`src/rtl/bus_fabric_pkg.sv`:
```
// Shared definitions for the CPU byte-bus fabric: FSM state encoding,
// default memory map and small elaboration helpers.
package bus_fabric_pkg;

  typedef enum logic [1:0] {
    ST_IDLE   = 2'd0,
    ST_ACCESS = 2'd1,
    ST_RESP   = 2'd2,
    ST_ERR    = 2'd3
  } bus_state_t;

  // Default memory map of the CPU system.
  localparam logic [31:0] ROM_START   = 32'h0000_0000;
  localparam logic [31:0] ROM_SIZE    = 32'h0000_1000;
  localparam logic [31:0] RAM_START   = 32'h0001_0000;
  localparam logic [31:0] RAM_SIZE    = 32'h0000_1000;
  localparam logic [31:0] UART_SEND   = 32'h0002_0000;
  localparam logic [31:0] UART_CONFIG = 32'h0002_0001;
  localparam logic [31:0] OUT_PORT    = 32'h0002_0004;

  // Slot 0 = ROM, 1 = RAM, 2 = UART data, 3 = out port.
  localparam logic [127:0] DEF_SLAVE_BASE = {OUT_PORT, UART_SEND, RAM_START, ROM_START};
  localparam logic [127:0] DEF_SLAVE_SIZE = {32'd1, 32'd1, RAM_SIZE, ROM_SIZE};

  // Index width that never collapses to zero bits.
  function automatic int clog2_min1(input int n);
    return (n > 1) ? $clog2(n) : 1;
  endfunction

endpackage

```
`src/rtl/bus_addr_decoder.sv`:
```
// Combinational region decoder: per-slot range match, lowest-index priority
// encode and slave-relative offset generation.
module bus_addr_decoder
  import bus_fabric_pkg::*;
#(
  parameter int                          N_SLAVES   = 4,
  parameter int                          ADDR_W     = 32,
  parameter logic [N_SLAVES*ADDR_W-1:0]  SLAVE_BASE = DEF_SLAVE_BASE,
  parameter logic [N_SLAVES*ADDR_W-1:0]  SLAVE_SIZE = DEF_SLAVE_SIZE,
  parameter int                          IDX_W      = clog2_min1(N_SLAVES)
) (
  input  logic [ADDR_W-1:0] i_addr,
  output logic              o_hit,
  output logic [IDX_W-1:0]  o_idx,
  output logic [ADDR_W-1:0] o_offset
);

  logic [N_SLAVES-1:0]             w_match;
  logic [N_SLAVES-1:0][ADDR_W-1:0] w_off;
  logic [ADDR_W:0]                 w_addr_x;

  assign w_addr_x = {1'b0, i_addr};

  // One extra bit on the compare keeps a region ending at the top of the
  // address space from wrapping around to zero.
  for (genvar i = 0; i < N_SLAVES; i++) begin : g_slot
    localparam logic [ADDR_W-1:0] BASE  = SLAVE_BASE[i*ADDR_W +: ADDR_W];
    localparam logic [ADDR_W-1:0] SIZE  = SLAVE_SIZE[i*ADDR_W +: ADDR_W];
    localparam logic [ADDR_W:0]   LIMIT = {1'b0, BASE} + {1'b0, SIZE};
    assign w_match[i] = (SIZE != '0) && (w_addr_x >= {1'b0, BASE}) && (w_addr_x < LIMIT);
    assign w_off[i]   = i_addr - BASE;
  end

  // Priority encode: scan downward so the lowest matching index is kept.
  always_comb begin
    o_hit = 1'b0;
    o_idx = '0;
    for (int i = N_SLAVES - 1; i >= 0; i--) begin
      if (w_match[i]) begin
        o_hit = 1'b1;
        o_idx = IDX_W'(i);
      end
    end
  end

  assign o_offset = w_off[o_idx];

endmodule

```
`src/rtl/bus_fabric.sv`:
```
// Registered address-decode / handshake fabric between the CPU byte bus and
// N memory-mapped slaves. Optional sticky error-address capture is enabled
// with BUS_FABRIC_ERR_CAPTURE_EN.
module bus_fabric
  import bus_fabric_pkg::*;
#(
  parameter int                          N_SLAVES       = 4,
  parameter int                          ADDR_W         = 32,
  parameter int                          DATA_W         = 8,
  parameter logic [N_SLAVES*ADDR_W-1:0]  SLAVE_BASE     = DEF_SLAVE_BASE,
  parameter logic [N_SLAVES*ADDR_W-1:0]  SLAVE_SIZE     = DEF_SLAVE_SIZE,
  parameter int                          TIMEOUT_CYCLES = 16
) (
  input  logic                       clk,
  input  logic                       rst,
  input  logic                       cpu_req,
  input  logic                       cpu_we,
  input  logic [ADDR_W-1:0]          cpu_addr,
  input  logic [DATA_W-1:0]          cpu_wdata,
  output logic                       cpu_ready,
  output logic [DATA_W-1:0]          cpu_rdata,
  output logic                       cpu_err,
  output logic [N_SLAVES-1:0]        s_sel,
  output logic                       s_we,
  output logic [ADDR_W-1:0]          s_addr,
  output logic [DATA_W-1:0]          s_wdata,
  input  logic [N_SLAVES*DATA_W-1:0] s_rdata,
  input  logic [N_SLAVES-1:0]        s_ready
`ifdef BUS_FABRIC_ERR_CAPTURE_EN
  ,
  output logic [ADDR_W-1:0]          err_addr,
  output logic                       err_valid,
  input  logic                       err_clear
`endif
);

  localparam int IDX_W = clog2_min1(N_SLAVES);
  localparam int CNT_W = clog2_min1(TIMEOUT_CYCLES);

  bus_state_t        r_state, w_state_nxt;
  logic [IDX_W-1:0]  r_idx;
  logic [ADDR_W-1:0] r_addr;
  logic [DATA_W-1:0] r_wdata;
  logic              r_we;
  logic [CNT_W-1:0]  r_cnt;
  logic [DATA_W-1:0] r_rdata;
  logic              r_err;

  logic              w_hit;
  logic [IDX_W-1:0]  w_idx;
  logic [ADDR_W-1:0] w_off;
  logic              w_ready_sel;
  logic              w_timeout;
  logic              w_latch;
  logic              w_done;
  logic              w_to;
  logic              w_miss;

  bus_addr_decoder #(
    .N_SLAVES   (N_SLAVES),
    .ADDR_W     (ADDR_W),
    .SLAVE_BASE (SLAVE_BASE),
    .SLAVE_SIZE (SLAVE_SIZE),
    .IDX_W      (IDX_W)
  ) u_dec (
    .i_addr   (cpu_addr),
    .o_hit    (w_hit),
    .o_idx    (w_idx),
    .o_offset (w_off)
  );

  // Only the latched slot's ready matters; other slots are ignored.
  assign w_ready_sel = s_ready[r_idx];
  assign w_timeout   = (TIMEOUT_CYCLES != 0) && (32'(r_cnt) == 32'(TIMEOUT_CYCLES - 1));

  // State register.
  always_ff @(posedge clk or negedge rst) begin
    if (!rst) r_state <= ST_IDLE;
    else      r_state <= w_state_nxt;
  end

  // Next-state and datapath control; slave ready beats the timeout.
  always_comb begin
    w_state_nxt = r_state;
    w_latch     = 1'b0;
    w_done      = 1'b0;
    w_to        = 1'b0;
    w_miss      = 1'b0;
    case (r_state)
      ST_IDLE: begin
        if (cpu_req) begin
          if (w_hit) begin
            w_state_nxt = ST_ACCESS;
            w_latch     = 1'b1;
          end else begin
            w_state_nxt = ST_ERR;
            w_miss      = 1'b1;
          end
        end
      end
      ST_ACCESS: begin
        if (w_ready_sel) begin
          w_state_nxt = ST_RESP;
          w_done      = 1'b1;
        end else if (w_timeout) begin
          w_state_nxt = ST_RESP;
          w_to        = 1'b1;
        end
      end
      ST_RESP: w_state_nxt = ST_IDLE;
      ST_ERR:  w_state_nxt = ST_IDLE;
      default: w_state_nxt = ST_IDLE;
    endcase
  end

  // Access latch, wait counter and response capture.
  always_ff @(posedge clk or negedge rst) begin
    if (!rst) begin
      r_idx   <= '0;
      r_addr  <= '0;
      r_wdata <= '0;
      r_we    <= 1'b0;
      r_cnt   <= '0;
      r_rdata <= '0;
      r_err   <= 1'b0;
    end else begin
      if (w_latch) begin
        r_idx   <= w_idx;
        r_addr  <= w_off;
        r_wdata <= cpu_wdata;
        r_we    <= cpu_we;
        r_cnt   <= '0;
      end else if (r_state == ST_ACCESS) begin
        r_cnt   <= r_cnt + 1'b1;
      end
      if (w_done) begin
        r_rdata <= r_we ? '0 : s_rdata[r_idx*DATA_W +: DATA_W];
        r_err   <= 1'b0;
      end else if (w_to) begin
        r_rdata <= '0;
        r_err   <= 1'b1;
      end
    end
  end

  // Outputs decode straight from the state register so reset drops them at once.
  assign s_sel     = (r_state == ST_ACCESS) ? (N_SLAVES'(1) << r_idx) : '0;
  assign s_we      = (r_state == ST_ACCESS) && r_we;
  assign s_addr    = r_addr;
  assign s_wdata   = r_wdata;
  assign cpu_ready = (r_state == ST_RESP) || (r_state == ST_ERR);
  assign cpu_rdata = (r_state == ST_RESP) ? r_rdata : '0;
  assign cpu_err   = ((r_state == ST_RESP) && r_err) || (r_state == ST_ERR);

`ifdef BUS_FABRIC_ERR_CAPTURE_EN
  logic [ADDR_W-1:0] r_abs_addr;
  logic [ADDR_W-1:0] r_err_addr;
  logic              r_err_valid;
  logic              w_err_evt;

  // Absolute address kept for reporting a timeout after the CPU moves on.
  always_ff @(posedge clk or negedge rst) begin
    if (!rst)         r_abs_addr <= '0;
    else if (w_latch) r_abs_addr <= cpu_addr;
  end

  assign w_err_evt = w_miss || w_to;

  // Sticky first-error capture; a new error on a clearing edge wins.
  always_ff @(posedge clk or negedge rst) begin
    if (!rst) begin
      r_err_addr  <= '0;
      r_err_valid <= 1'b0;
    end else if (w_err_evt && (!r_err_valid || err_clear)) begin
      r_err_addr  <= w_miss ? cpu_addr : r_abs_addr;
      r_err_valid <= 1'b1;
    end else if (err_clear) begin
      r_err_valid <= 1'b0;
    end
  end

  assign err_addr  = r_err_addr;
  assign err_valid = r_err_valid;
`endif

endmodule

```
`config.mk`:
```
export PLATFORM = sky130hd
export DESIGN_NAME = bus_fabric
export DESIGN_NICKNAME = d
export VERILOG_FILES = /design/src/rtl/bus_fabric_pkg.sv /design/src/rtl/bus_addr_decoder.sv /design/src/rtl/bus_fabric.sv
export SDC_FILE = /design/constraint.sdc
export NUM_CORES = 1
export LEC_CHECK = 0
export ABC_CLOCK_PERIOD_IN_PS = 2700
export BUFFER_PORTS_ARGS = -buffer_cell sky130_fd_sc_hd__clkbuf_2
export CORE_UTILIZATION = 35
export DETAILED_ROUTE_END_ITERATION = 8
export GPL_TIMING_DRIVEN = 0
export SYNTH_ARGS = -nofsm -noshare
export SYNTH_HDL_FRONTEND = slang
export SYNTH_SLANG_ARGS = --single-unit
```
`constraint.sdc`:
```
create_clock -name clk -period 2.7 [get_ports clk]
set_input_delay 0.135 -clock clk [delete_from_list [all_inputs] [get_ports clk]]
set_output_delay 0.135 -clock clk [all_outputs]
set_load 0.02 [all_outputs]
```
# Yosys cells after proc, flatten, opt, wreduce, memory -nomap -nowiden
# Index checks and enable logic that the tools add are counted.
# totals
latch_bits	0
mem_bits_rw	0
regBits	58
mem_count	0
mem_bits_ro	0
output_inout_bits	55
# op_classes
muxes	34
shifts	2
eq_ne	6
bitwise_logic	0
add_sub_neg	4
n_reduce_logical	13
order_cmp	10
div_mod_pow	0
multipliers	0
# ops
cell	count
binary-select mux 32 bit (select 2 bit)	1
>= comparator 32 x 18 -> 1 bit, second input constant	2
less-than comparator 32 x 18 -> 1 bit, second input constant	2
subtractor 32 x 18 -> 32 bit, second input constant	2
>= comparator 32 x 1 -> 1 bit, second input constant	1
>= comparator 32 x 17 -> 1 bit, second input constant	1
less-than comparator 32 x 13 -> 1 bit, second input constant	1
less-than comparator 32 x 17 -> 1 bit, second input constant	1
2-to-1 mux 32 bit	1
2-to-1 mux 8 bit	4
indexed part select 32 x 6 -> 8 bit	1
subtractor 32 x 17 -> 32 bit, second input constant	1
2-to-1 mux 2 bit	8
2-to-1 mux 1 bit	15
2-to-1 mux 4 bit	3
logical AND 1 bit	6
less-than comparator 2 x 3 -> 1 bit, second input constant	2
one-hot mux 2 bit (3 select lines)	1
adder 4 x 1 -> 4 bit, second input constant	1
== test 2 bit, second input constant	2
== test 4 bit, second input constant	1
nonzero test 2 bit	2
left shift 1 x 2 -> 4 bit, first input constant	1
!= test 3 bit, second input constant	1
other kinds (7)	8

# Depth between registers and ports, before layout
# Gate-level depths: netlist of run 1.
# logic_depth
depth_word	10
mapped_depth	10
mapped_depth_nobuf	9

# By module
# A second synthesis of run 1 with hierarchy kept.
# unflattened
hier_cells	279
area_unflattened_um2	3313.2
# by_module_without_submodules
module	area_per_inst_um2	cells_per_inst	instances	seq_area_each_um2
bus_fabric	2553.7	172	1	1451.4
bus_addr_decoder	759.5	107	1	0.0

# Least setup slack after synthesis of run 1
# OpenSTA, ideal clock, no wires.
# synth_timing
path_kind	input to register
from	in cpu_addr[12]
to	reg r_addr[18], in the netlist s_addr[18]
arrival_time_ns	2.469
setup_slack_ns	0.131
stages	8
cell_sequence	or4_4 > buf_6 > or4_4 > o41ai_4 > nand3_2 > a21oi_2 > mux2_1 > o32ai_1
# synth_via
elab_chain_len	9
elab_cells_between_ends	28
# synth_rtl
element	line	rtl
start: declaration	bus_fabric.sv:18	input logic [ADDR_W-1:0] cpu_addr,
>= comparator 32 x 18 -> 1 bit or less-than comparator 32 x 18 -> 1 bit (tied branches)	bus_addr_decoder.sv:30	assign w_match[i] = (SIZE != '0) && (w_addr_x >= {1'b0, BASE}) && (w_addr_x < LIMIT);
logical AND 1 bit	bus_addr_decoder.sv:30	
2-to-1 mux 1 bit (4 in series)	bus_addr_decoder.sv:39	if (w_match[i]) begin
2-to-1 mux 1 bit	bus_fabric.sv:92	if (w_hit) begin
2-to-1 mux 1 bit	bus_fabric.sv:91	if (cpu_req) begin
2-to-1 mux 1 bit	bus_fabric.sv:89	case (r_state)
end signal: assignment	bus_fabric.sv:129	r_addr <= w_off;
end: declaration	bus_fabric.sv:42	logic [ADDR_W-1:0] r_addr;
# Parallel ways exist; a longest one is shown, timed or not. The select of a mux whose other input is x is not followed.
# A chain may end at the register's enable or synchronous reset.

# Final worst setup path of run 1
# Ends and elaborated chain as after synthesis.

==> impl_metrics.csv, run 1 <==
group,metric,value,unit
sta,max_slew.worst_pin.slew,0.8084,ns
worst_setup_path,setup.worst_path.start_class,"input port",
floorplanning,fp-row-count,33,
worst_setup_path,crit_path_end_kind,"register",
worst_setup_path,cp.depth,9,
placement,hpwlAfterDp,6.075,mm
worst_setup_path,cp.required,2.94,ns
worst_setup_path,startpoint,"cpu_addr[12]",
cells_and_area,drive_above_1_share,0.4585,
route,wl_met1,3.329,mm
route,drt_iter0_drc,103,
cells_and_area,fin_cells,539,
synthesis,yosysMostFrequentCell,"dfrtp_1",
sta,post-route-period-util,0.9400,
clock_tree,htreeDepth,3,
route,wl_met3,681,um
power,total_power,2.567,mW
synthesis,synth.top_cell.area_share,0.4693,
floorplanning,chipHeight,96.01,um
cells_and_area,area_growth,35.52,%
sta,postLayoutSetupSlackWorst,0.1621,ns
worst_setup_path,slowest_stage,"or4_4",
synthesis,synth_warnings,0,
clock_tree,cts-root-buf,"clkbuf_8",
worst_setup_path,cp_max_fo,7,
synthesis,synth_commonest_cells,"58 x dfrtp_1, 23 x nand2_1, 21 x o21ai_0, 19 x nor2_1, 18 x mux2_2",
clock_tree,clkLatencyLatePin,0.34,ns
sta,fin_setup_tns,0,ns
power,peakVddDrop,0.0003841,V
global_routing,grt-ovfl-total,0,
worst_setup_path,endpoint,"s_addr[18]",
placement,dpl_cell_area,3897,um2
sta,final_max_slew_viol_count,0,
sta,timing.hold.ws,0.02495,ns
synthesis,yosysUniqueCellTypes,55,
worst_setup_path,path_common_cell,"or4_4",
synthesis,netlist_area,3093,um2
placement,dp_slack,-0.4153,ns
clock_tree,cts_made_buffers,9,
power,cellPowerDensity,612.5,nW/um2
worst_setup_path,rr_startpoint,"r_idx[0]",
clock_tree,path_clk_slew,0.07,ns
synthesis,synth-edff-count,0,
route,routed-via-count,2711,
global_routing,antenna_found_initial,0,
worst_setup_path,r2r_slack,0.69,ns
global_routing,grt_pass1_vias,2785,
cells_and_area,multi_input_area,1539,um2
sta,achievable-frequency,0.3940,GHz
cells_and_area,seqCellArea,1451,um2
worst_setup_path,arrival,2.78,ns
sta,maxSlewHeadroom,0.4610,
floorplanning,start_util,0.3690,
clock_tree,clock_sinks,58,
synthesis,synth_flop_cell,"dfrtp_1",
synthesis,synthCells,282,
clock_tree,cts_setup_buffers,0,
route,drtPass1Iterations,4,
route,top_layer,"met4",
synthesis,ys_async_sr_fraction,1.000,
route,wl,7.842,mm
synthesis,synth-seq-area-share,0.4693,
cells_and_area,fillers,841,
synthesis,synth_seq_cells,58,
worst_setup_path,ff2ff_path_depth,6,
floorplanning,boundaryPins,135,
sta,skew,0.01499,ns
cells_and_area,n_antenna_cell,0,
floorplanning,die_x,96.01,um
status,outcome,"complete, no violations",
synthesis,syn_nets,373,
global_routing,grt_pass1_wl,12.72,mm
worst_setup_path,slowest_delay,0.53,ns
route,wire_per_inst,14.55,um
synthesis,post-synth-top-area-cell,"dfrtp_1",
route,drc,0,
global_routing,grt_max_degree,59,
route,vias_per_cell,5.030,
worst_setup_path,critical_path_buf_inv_count,2,
sta,finalHoldViolations,0,
global_routing,track_usage,0.1839,
placement,gp_congestion,0.8226,
cells_and_area,fin_nets,520,
worst_setup_path,rr_endpoint,"r_rdata[2]",
worst_setup_path,crit_chain,"clkbuf_2, or4_4, buf_6, or4_4, nor3b_1, nand3_1, a21oi_2, mux2_1, o32ai_1",
worst_setup_path,cpLargestDelayFamily,"simple AND/OR/NAND/NOR gates",
cells_and_area,fin_util,0.5001,
sta,rsz0062_at_grt,"false",
power,power.leakage,2.191,nW
placement,io_buffer_count,134,
floorplanning,dieArea,9217,um2
synthesis,ys_top_cells_by_area,"dfrtp_1 47%, mux2_2 6.6%, mux4_2 6.6%",
floorplanning,core-area,8382,um2
sta,finalSetupViolCount,0,
run,maxCapViolCount,0,
sta,finalCriticalPeriod,2.538,ns
route,ant_nets,0,
clock_tree,cts_tree,"done",
worst_setup_path,crit_type,"input port to register",
clock_tree,clockBufferDepth,2,
placement,dp_cells,521,
min_path,hp-class,"input port to register",
synthesis,avgSynthCellArea,10.97,um2
route,routed-wl-met2,3.692,mm
cells_and_area,fin_area,4192,um2
-- worst reg2reg max path, delay by kind of cell (launching register included) --
| family | cells | cell delay [ns] |
|---|---|---|
| mux | 1 | 0.62 |
| compound gates | 2 | 0.34 |
| simple gates | 2 | 0.34 |
| flops | 1 | 0.33 |
| buf+inv | 1 | 0.31 |
-- routing by layer --
| metal | up-vias | global-route usage |
|---|---|---|
| met3 | 14 | 0.06635 |
| li1 | 1311 | - |
| met2 | 112 | 0.3097 |
| met4 | 0 | 0.07463 |
| met1 | 1274 | 0.2112 |
| met5 | - | 0 |
-- kinds of logic (layout without fill, tap and decap cells) --
| logic type | count (synthesis) | in the layout | share of synthesized area |
|---|---|---|---|
| mux | 28 | 28 | 0.1347 |
| xor+xnor | 3 | 3 | 0.008497 |
| fa+ha+maj | 11 | 11 | 0.04450 |
| buf+inv | 29 | 181 | 0.04126 |
| flops | 58 | 58 | 0.4693 |
| simple gates | 93 | 93 | 0.1691 |
| compound gates | 60 | 60 | 0.1327 |
-- placed cells by master, fill, tap and decap left out, types with 2 or more instances in the layout --
master         synthesis  final
clkbuf_2               0    133
dfrtp_1               58     58
nand2_1               23     23
o21ai_0               21     21
nor2_1                19     19
mux2_2                18     18
inv_1                 16     16
a21oi_1               11     11
ha_1                  11     11
and2_1                10     10
clkbuf_8               0     10
mux4_2                 9      9
nor2b_1                8      8
clkbuf_1               6      8
nand3_1                7      7
o22a_1                 6      6
nor4_1                 6      4
or4_4                  3      3
o211ai_1               3      3
bufinv_16              0      3
buf_1                  2      2
nor3b_1                2      2
and3_1                 2      2
o21a_1                 2      2
nor4_2                 0      2
buf_4                  1      2
o22ai_1                2      2
clkbuf_4               0      2
a21o_1                 2      2
xnor2_1                2      2
dlygate4sd3_1          0      2
-- state kept, by name (all words and copies together), names as in the netlist --
register,count
r_cnt,4
r_err,1
r_idx,2
r_rdata,8
r_state,2
r_we,1
s_addr,32
s_wdata,8
-- how the worst min path moves through the flow --
stage / cells after the start / endpoint / start / slack [ns]
2_1_floorplan: 0 / r_cnt[0] / rst / -0.16
3_3_place_gp: 2 / s_addr[9] / cpu_addr[9] / 0.36
3_5_place_dp: 1 / r_rdata[0] / rst / 0.31
4_1_cts: 2 / s_wdata[7] / cpu_wdata[7] / 0.01
5_1_grt: 2 / s_wdata[1] / cpu_wdata[1] / 0.02
6_report: 2 / s_wdata[7] / cpu_wdata[7] / 0.02
-- power by group --
group / switching, mW / leakage [nW] / internal [mW] / total, mW
Clock: 0.352 / 0.121 / 0.641 / 0.993
Sequential: 0.0702 / 0.784 / 0.974 / 1.04
Combinational: 0.317 / 1.29 / 0.212 / 0.529
Total: 0.740 / 2.19 / 1.83 / 2.57
-- timing repair --
action / CTS / global route
hold buffers: 2 / 0
resized for setup: 1 / 6
pin swaps: 0 / 1
setup endpoints to repair: 24 / 40
endpoints found under the hold margin: 59 / 0
-- final cells by class --
class                   count  share of cell area
flip-flops and latches     58              0.3463
inverters                  16             0.01433
multi-input cells         195              0.3672
well taps                 105             0.03134
clock inverters             4             0.02358
repair buffers            136              0.1654
clock buffers              12             0.03463
plain buffers              13             0.01731
(Power assumes the default switching activity.)
==> inputs of run 2 (changes only) <==
- ABC_AREA: not set -> 1
- CORE_UTILIZATION: 35 -> 53
- PLACE_DENSITY: not set -> 0.86
==> run 2 against run 1 <==
Via count rose by 27%. Setup slack improved by 0.55 ns. Global-route usage grew 8.5 points. Maximum frequency grew 28%. Critical endpoint is now r_err. Largest cell class unchanged.
==> impl_metrics.csv, run 2 <==
group,metric,value,unit
status,outcome,"complete, no violations",
synthesis,post-synth-top-area-cell,"dfrtp_1",
global_routing,grt.busiest_layer,"met2",
route,wire_per_inst,13.21,um
sta,rsz0062_at_grt,"false",
clock_tree,clock_sinks,58,
synthesis,synth_commonest_cells,"114 x nand2_1, 60 x nor2_1, 58 x dfrtp_1, 54 x inv_1, 24 x nand3_1",
clock_tree,clkLatencyLatePin,0.33,ns
cells_and_area,fin_cells,673,
sta,achievable-frequency,0.5034,GHz
floorplanning,dieArea,6816,um2
route,vias_per_cell,5.116,
synthesis,synth_seq_cells,58,
sta,skew,0.006641,ns
synthesis,synth_flop_cell,"dfrtp_1",
clock_tree,clockBufferDepth,2,
sta,maxSlewHeadroom,0.4776,
cells_and_area,mostFrequentLayoutCell,"clkbuf_2",
sta,max_slew.worst_pin.slew,0.7836,ns
sta,fin_setup_tns,0,ns
synthesis,synth.top_cell.area_share,0.4220,
worst_setup_path,cp_max_fo,9,
run,maxCapViolCount,0,
placement,gp_congestion,0.9348,
cells_and_area,multi_input_area,1682,um2
power,peakVddDrop,0.0003253,V
global_routing,grt_pass1_vias,3178,
power,cellPowerDensity,497.6,nW/um2
floorplanning,chipHeight,82.56,um
synthesis,yosysMostFrequentCell,"nand2_1",
cells_and_area,fillers,501,
worst_setup_path,crit_type,"register to register",
synthesis,yosysUniqueCellTypes,42,
global_routing,grt_max_degree,59,
sta,post-route-period-util,0.7357,
global_routing,grt-ovfl-total,0,
synthesis,synth-seq-area-share,0.4220,
route,wl,8.891,mm
synthesis,ys_async_sr_fraction,1.000,
clock_tree,path_clk_slew,0.07,ns
synthesis,syn_nets,536,
sta,finalSetupViolCount,0,
clock_tree,cts-resized-gates,0,
cells_and_area,n_antenna_cell,0,
worst_setup_path,setup.worst_path.start_class,"register",
cells_and_area,mostFrequentLayoutCells,"133 x clkbuf_2, 114 x nand2_1, 60 x nor2_1",
sta,finalHoldViolations,0,
route,routed-via-count,3443,
clock_tree,htreeDepth,3,
sta,finalCriticalPeriod,1.986,ns
global_routing,use_met3,0.05385,
synthesis,synthCells,445,
synthesis,netlist_area,3440,um2
synthesis,avgSynthCellArea,7.729,um2
power,power.leakage,2.607,nW
global_routing,use_met2,0.4860,
cells_and_area,seqCellArea,1451,um2
synthesis,synth_warnings,0,
clock_tree,cts-root-buf,"clkbuf_8",
floorplanning,fp-row-count,28,
route,drtPass1Iterations,4,
route,drc,0,
global_routing,grt_pass1_wl,13.74,mm
worst_setup_path,arrival,2.21,ns
clock_tree,hold_buffers,3,
cells_and_area,drive_above_1_share,0.3261,
sta,final_max_slew_viol_count,0,
global_routing,met1_usage,0.3109,
synthesis,synth-edff-count,0,
route,ant_nets,0,
clock_tree,cts_tree,"done",
floorplanning,core-area,6096,um2
placement,io_buffer_count,134,
floorplanning,boundaryPins,135,
worst_setup_path,cp.required,2.92,ns
synthesis,ys_top_cells_by_area,"dfrtp_1 42%, nand2_1 12%, nor2_1 6.5%",
global_routing,track_usage,0.2684,
min_path,hp-class,"input port to register",
floorplanning,die_x,82.56,um
cells_and_area,area_growth,28.52,%
placement,hpwlAfterDp,7.054,mm
cells_and_area,largest_reg_flops,32,
clock_tree,cts_setup_buffers,0,
global_routing,antenna_found_initial,0,
clock_tree,cts_made_buffers,9,
floorplanning,start_util,0.5642,
cells_and_area,fin_nets,684,
placement,dp_cells,654,
worst_setup_path,crit_path_end_kind,"register",
route,drt_iter0_drc,148,
-- run 2: critical path: stages (launching register included) --
cell and delay (ns):
dfrtp_1 0.44, or2_2 0.16, clkinv_1 0.21, a221oi_1 0.49, o21ai_0 0.21, nand2_1 0.14
inv_2 0.09, nor2_1 0.10, nor2_1 0.04
-- run 2: layout make-up --
type / count / share of cell area
repair buffers: 137 / 0.1591
flip-flops and latches: 58 / 0.3283
multi-input cells: 313 / 0.3804
inverters: 66 / 0.05604
well taps: 75 / 0.02123
clock inverters: 1 / 0.001698
clock buffers: 15 / 0.03991
plain buffers: 8 / 0.01330
-- run 2: worst paths after layout --
| path | to | startpoint | slack, ns | cells after the start |
|---|---|---|---|---|
| worst max register to register | r_err | r_idx[0] | 0.71 | 8 |
| max in group asynchronous | s_addr[23] | rst | 1.74 | 2 |
| worst min register to register | s_wdata[5] | s_wdata[5] | 0.47 | 2 |
| min in group asynchronous | s_addr[5] | rst | 0.44 | 2 |
| worst max-delay path | r_err | r_idx[0] | 0.71 | 8 |
| worst min-delay path | s_wdata[2] | cpu_wdata[2] | 0.007 | 3 |
-- run 2: routing by layer --
layer | part of all wire | vias up | wire length (um)
li1 | - | 1718 | -
met2 | 0.50 | 123 | 4486
met5 | 0 | - | 0
met1 | 0.41 | 1586 | 3640
met3 | 0.064 | 16 | 565
met4 | 0.022 | 0 | 199
-- run 2: stage by stage --
| step | setup slack [ns] | utilization | hold WS, ns | power [mW] | cell area (um2) |
|---|---|---|---|---|---|
| after floorplan | 1.099 | - | -0.1606 | 1.272 | 3440 |
| after global routing | 0.5205 | 0.7252 | 0.006766 | 2.322 | 4420 |
| after global placement | 0.6715 | 0.6897 | 0.3373 | 1.447 | 4204 |
| final | 0.7136 | 0.7252 | 0.006985 | 2.200 | 4420 |
| after detailed placement | 0.6010 | 0.6901 | 0.2870 | 1.469 | 4207 |
| after CTS | 0.7303 | 0.7252 | 0.001446 | 2.213 | 4420 |
-- run 2: cells by family after synthesis --
group / after synthesis / share of synthesized area
compound gates: 58 / 0.1175
buf+inv: 74 / 0.08912
fa+ha+maj: 11 / 0.04001
flops: 58 / 0.4220
xor+xnor: 2 / 0.005094
simple gates: 242 / 0.3263
-- run 2: power breakdown --
part / internal [mW] / switching, mW
sequential: 0.928 / 0.0435
clock: 0.410 / 0.327
combinational: 0.169 / 0.322
total: 1.51 / 0.693
==> inputs of run 3 (changes only) <==
- ABC_CLOCK_PERIOD_IN_PS: 2700 -> 1800
- CORE_UTILIZATION: 53 -> 44
- PLACE_DENSITY: 0.86 -> 0.76
- clock period: 2.7 -> 1.8 ns (I/O delays scaled with it)
==> run 3 against run 2 <==
Largest power group unchanged. Die area increased by 20%. Critical path type unchanged. Global-route usage decreased by 2.7 points. Highest routed layer unchanged. Sequential power increased by 51%. Clock power increased by 80%.
==> impl_metrics.csv, run 3 (synthesis results as in run 2) <==
group,metric,value,unit
status,outcome,"complete, no violations",
global_routing,grt-ovfl-total,0,
clock_tree,cts_tree,"done",
placement,dp_slack,-0.2528,ns
floorplanning,dieArea,8175,um2
sta,post-route-period-util,0.9327,
worst_setup_path,cp.required,2.02,ns
sta,max_slew.worst_pin.slew,0.7909,ns
route,routed-via-count,3506,
floorplanning,boundaryPins,135,
route,vias_per_cell,4.931,
clock_tree,clockBufferDepth,2,
worst_setup_path,path_common_cell,"nor2_1",
worst_setup_path,critical_path_buf_inv_count,2,
worst_setup_path,r2r_slack,0.12,ns
clock_tree,path_clk_slew,0.06,ns
cells_and_area,n_antenna_cell,0,
cells_and_area,fin_nets,698,
sta,finalCriticalPeriod,1.679,ns
route,wl,9.311,mm
power,power.leakage,2.703,nW
clock_tree,cts_made_buffers,9,
sta,postLayoutSetupSlackWorst,0.1211,ns
floorplanning,chipHeight,90.42,um
clock_tree,clkLatencyLatePin,0.33,ns
clock_tree,htreeDepth,3,
cells_and_area,largest_reg_flops,32,
worst_setup_path,cp_max_fo,9,
worst_setup_path,crit_path_end_kind,"register",
run,maxCapViolCount,0,
global_routing,grt_pass1_wl,15.84,mm
worst_setup_path,slowest_delay,0.46,ns
placement,gp_congestion,0.8577,
cells_and_area,area_growth,36.16,%
worst_setup_path,arrival,1.90,ns
cells_and_area,drive_above_1_share,0.3595,
min_path,hp-class,"input port to register",
sta,fin_setup_tns,0,ns
global_routing,grt_max_degree,59,
sta,skew,0.006131,ns
route,ant_nets,0,
sta,final_max_slew_viol_count,0,
worst_setup_path,setup.worst_path.start_class,"register",
global_routing,track_usage,0.2411,
min_path,min_from,"cpu_addr[10]",
global_routing,antenna_found_initial,0,
cells_and_area,mostFrequentLayoutCell,"clkbuf_2",
cells_and_area,mostFrequentLayoutCells,"134 x clkbuf_2, 111 x nand2_1, 58 x nor2_1",
sta,finalSetupViolCount,0,
worst_setup_path,crit_type,"register to register",
worst_setup_path,rr_startpoint,"r_idx[0]",
sta,achievable-frequency,0.5956,GHz
power,peakVddDrop,0.0003248,V
route,drt_iter0_drc,104,
floorplanning,start_util,0.4643,
floorplanning,fp-row-count,31,
cells_and_area,fillers,662,
clock_tree,cts-root-buf,"clkbuf_8",
placement,hpwlAfterDp,7.206,mm
worst_setup_path,startpoint,"r_idx[0]",
placement,io_buffer_count,134,
sta,finalHoldViolations,0,
clock_tree,clock_sinks,58,
sta,maxSlewHeadroom,0.4727,
power,cellPowerDensity,761.8,nW/um2
floorplanning,core-area,7408,um2
worst_setup_path,cpLargestDelayFamily,"compound AO/OA/AOI/OAI gates",
floorplanning,die_x,90.42,um
route,wire_per_inst,13.10,um
global_routing,grt_pass1_vias,3505,
worst_setup_path,crit_chain,"nand2_2, inv_4, a22o_4, a221oi_4, o21ai_2, nand2_1, inv_2, nor2_1, nor2_1",
worst_setup_path,slowest_stage,"dfrtp_2",
route,drc,0,
route,drtPass1Iterations,4,
-- run 3: cell count changes in the layout (fill, tap and decap cells not counted), moves of 4 or more --
cell,change
buf_4,+4
clkinv_2,+4
dlygate4sd3_1,+10
inv_1,-4
-- run 3: final cells by class --
class	count	area, um2	area share
timing repair buffer	151	833.3	0.1779
sequential	58	1454	0.3104
buffer	8	60.06	0.01282
clock inverter	5	77.57	0.01656
tap	99	123.9	0.02645
clock buffer	11	141.4	0.03019
inverter	66	252.7	0.05397
multi-input combinational	313	1740	0.3716
-- run 3: worst register-to-register path, cell delays in order (launching register included) --
cell and delay [ns]:
dfrtp_2 0.46, nand2_2 0.11, inv_4 0.07, a22o_4 0.26, a221oi_4 0.23, o21ai_2 0.10, nand2_1 0.10, inv_2 0.09
nor2_1 0.09, nor2_1 0.05
-- run 3: final timing paths --
path,endpoint,cells after the start
setup / recovery,r_err,9
hold / removal,s_addr[10],3
setup reg to reg,r_err,9
hold reg to reg,s_wdata[2],2
max in group asynchronous,r_state[1],2
min in group asynchronous,s_addr[22],2
-- run 3: power by group --
group          internal, mW  switching [mW]
sequential             1.39          0.0738
combinational         0.287           0.489
clock                 0.813           0.513
total                  2.49            1.08
-- run 3: timing repair --
action,CTS,global route
endpoints found under the setup margin,16,54
resized for setup,8,16
hold buffers,13,0
pin swaps,1,1
setup buffers,0,4
endpoints found under the hold margin,70,0
-- run 3: stage by stage --
stage	cell area, um2	utilization	hold slack (ns)	total power, mW	cells
final	4683	0.6322	0.01776	3.568	711
after global routing	4683	0.6322	0.03418	3.759	711
after CTS	4613	0.6227	0.008222	3.554	707
after detailed placement	4237	0.5719	0.2476	2.195	678
after global placement	4234	0.5715	0.2931	2.165	678
after floorplan	3440	-	-0.2056	1.908	445
-- run 3: layer usage --
metal / routed length (um) / share of wire / global-route usage
met4: 185 / 0.020 / 0.08871
met5: 0 / 0 / 0
met3: 489 / 0.053 / 0.05892
met2: 4609 / 0.50 / 0.4249
met1: 4027 / 0.43 / 0.2835
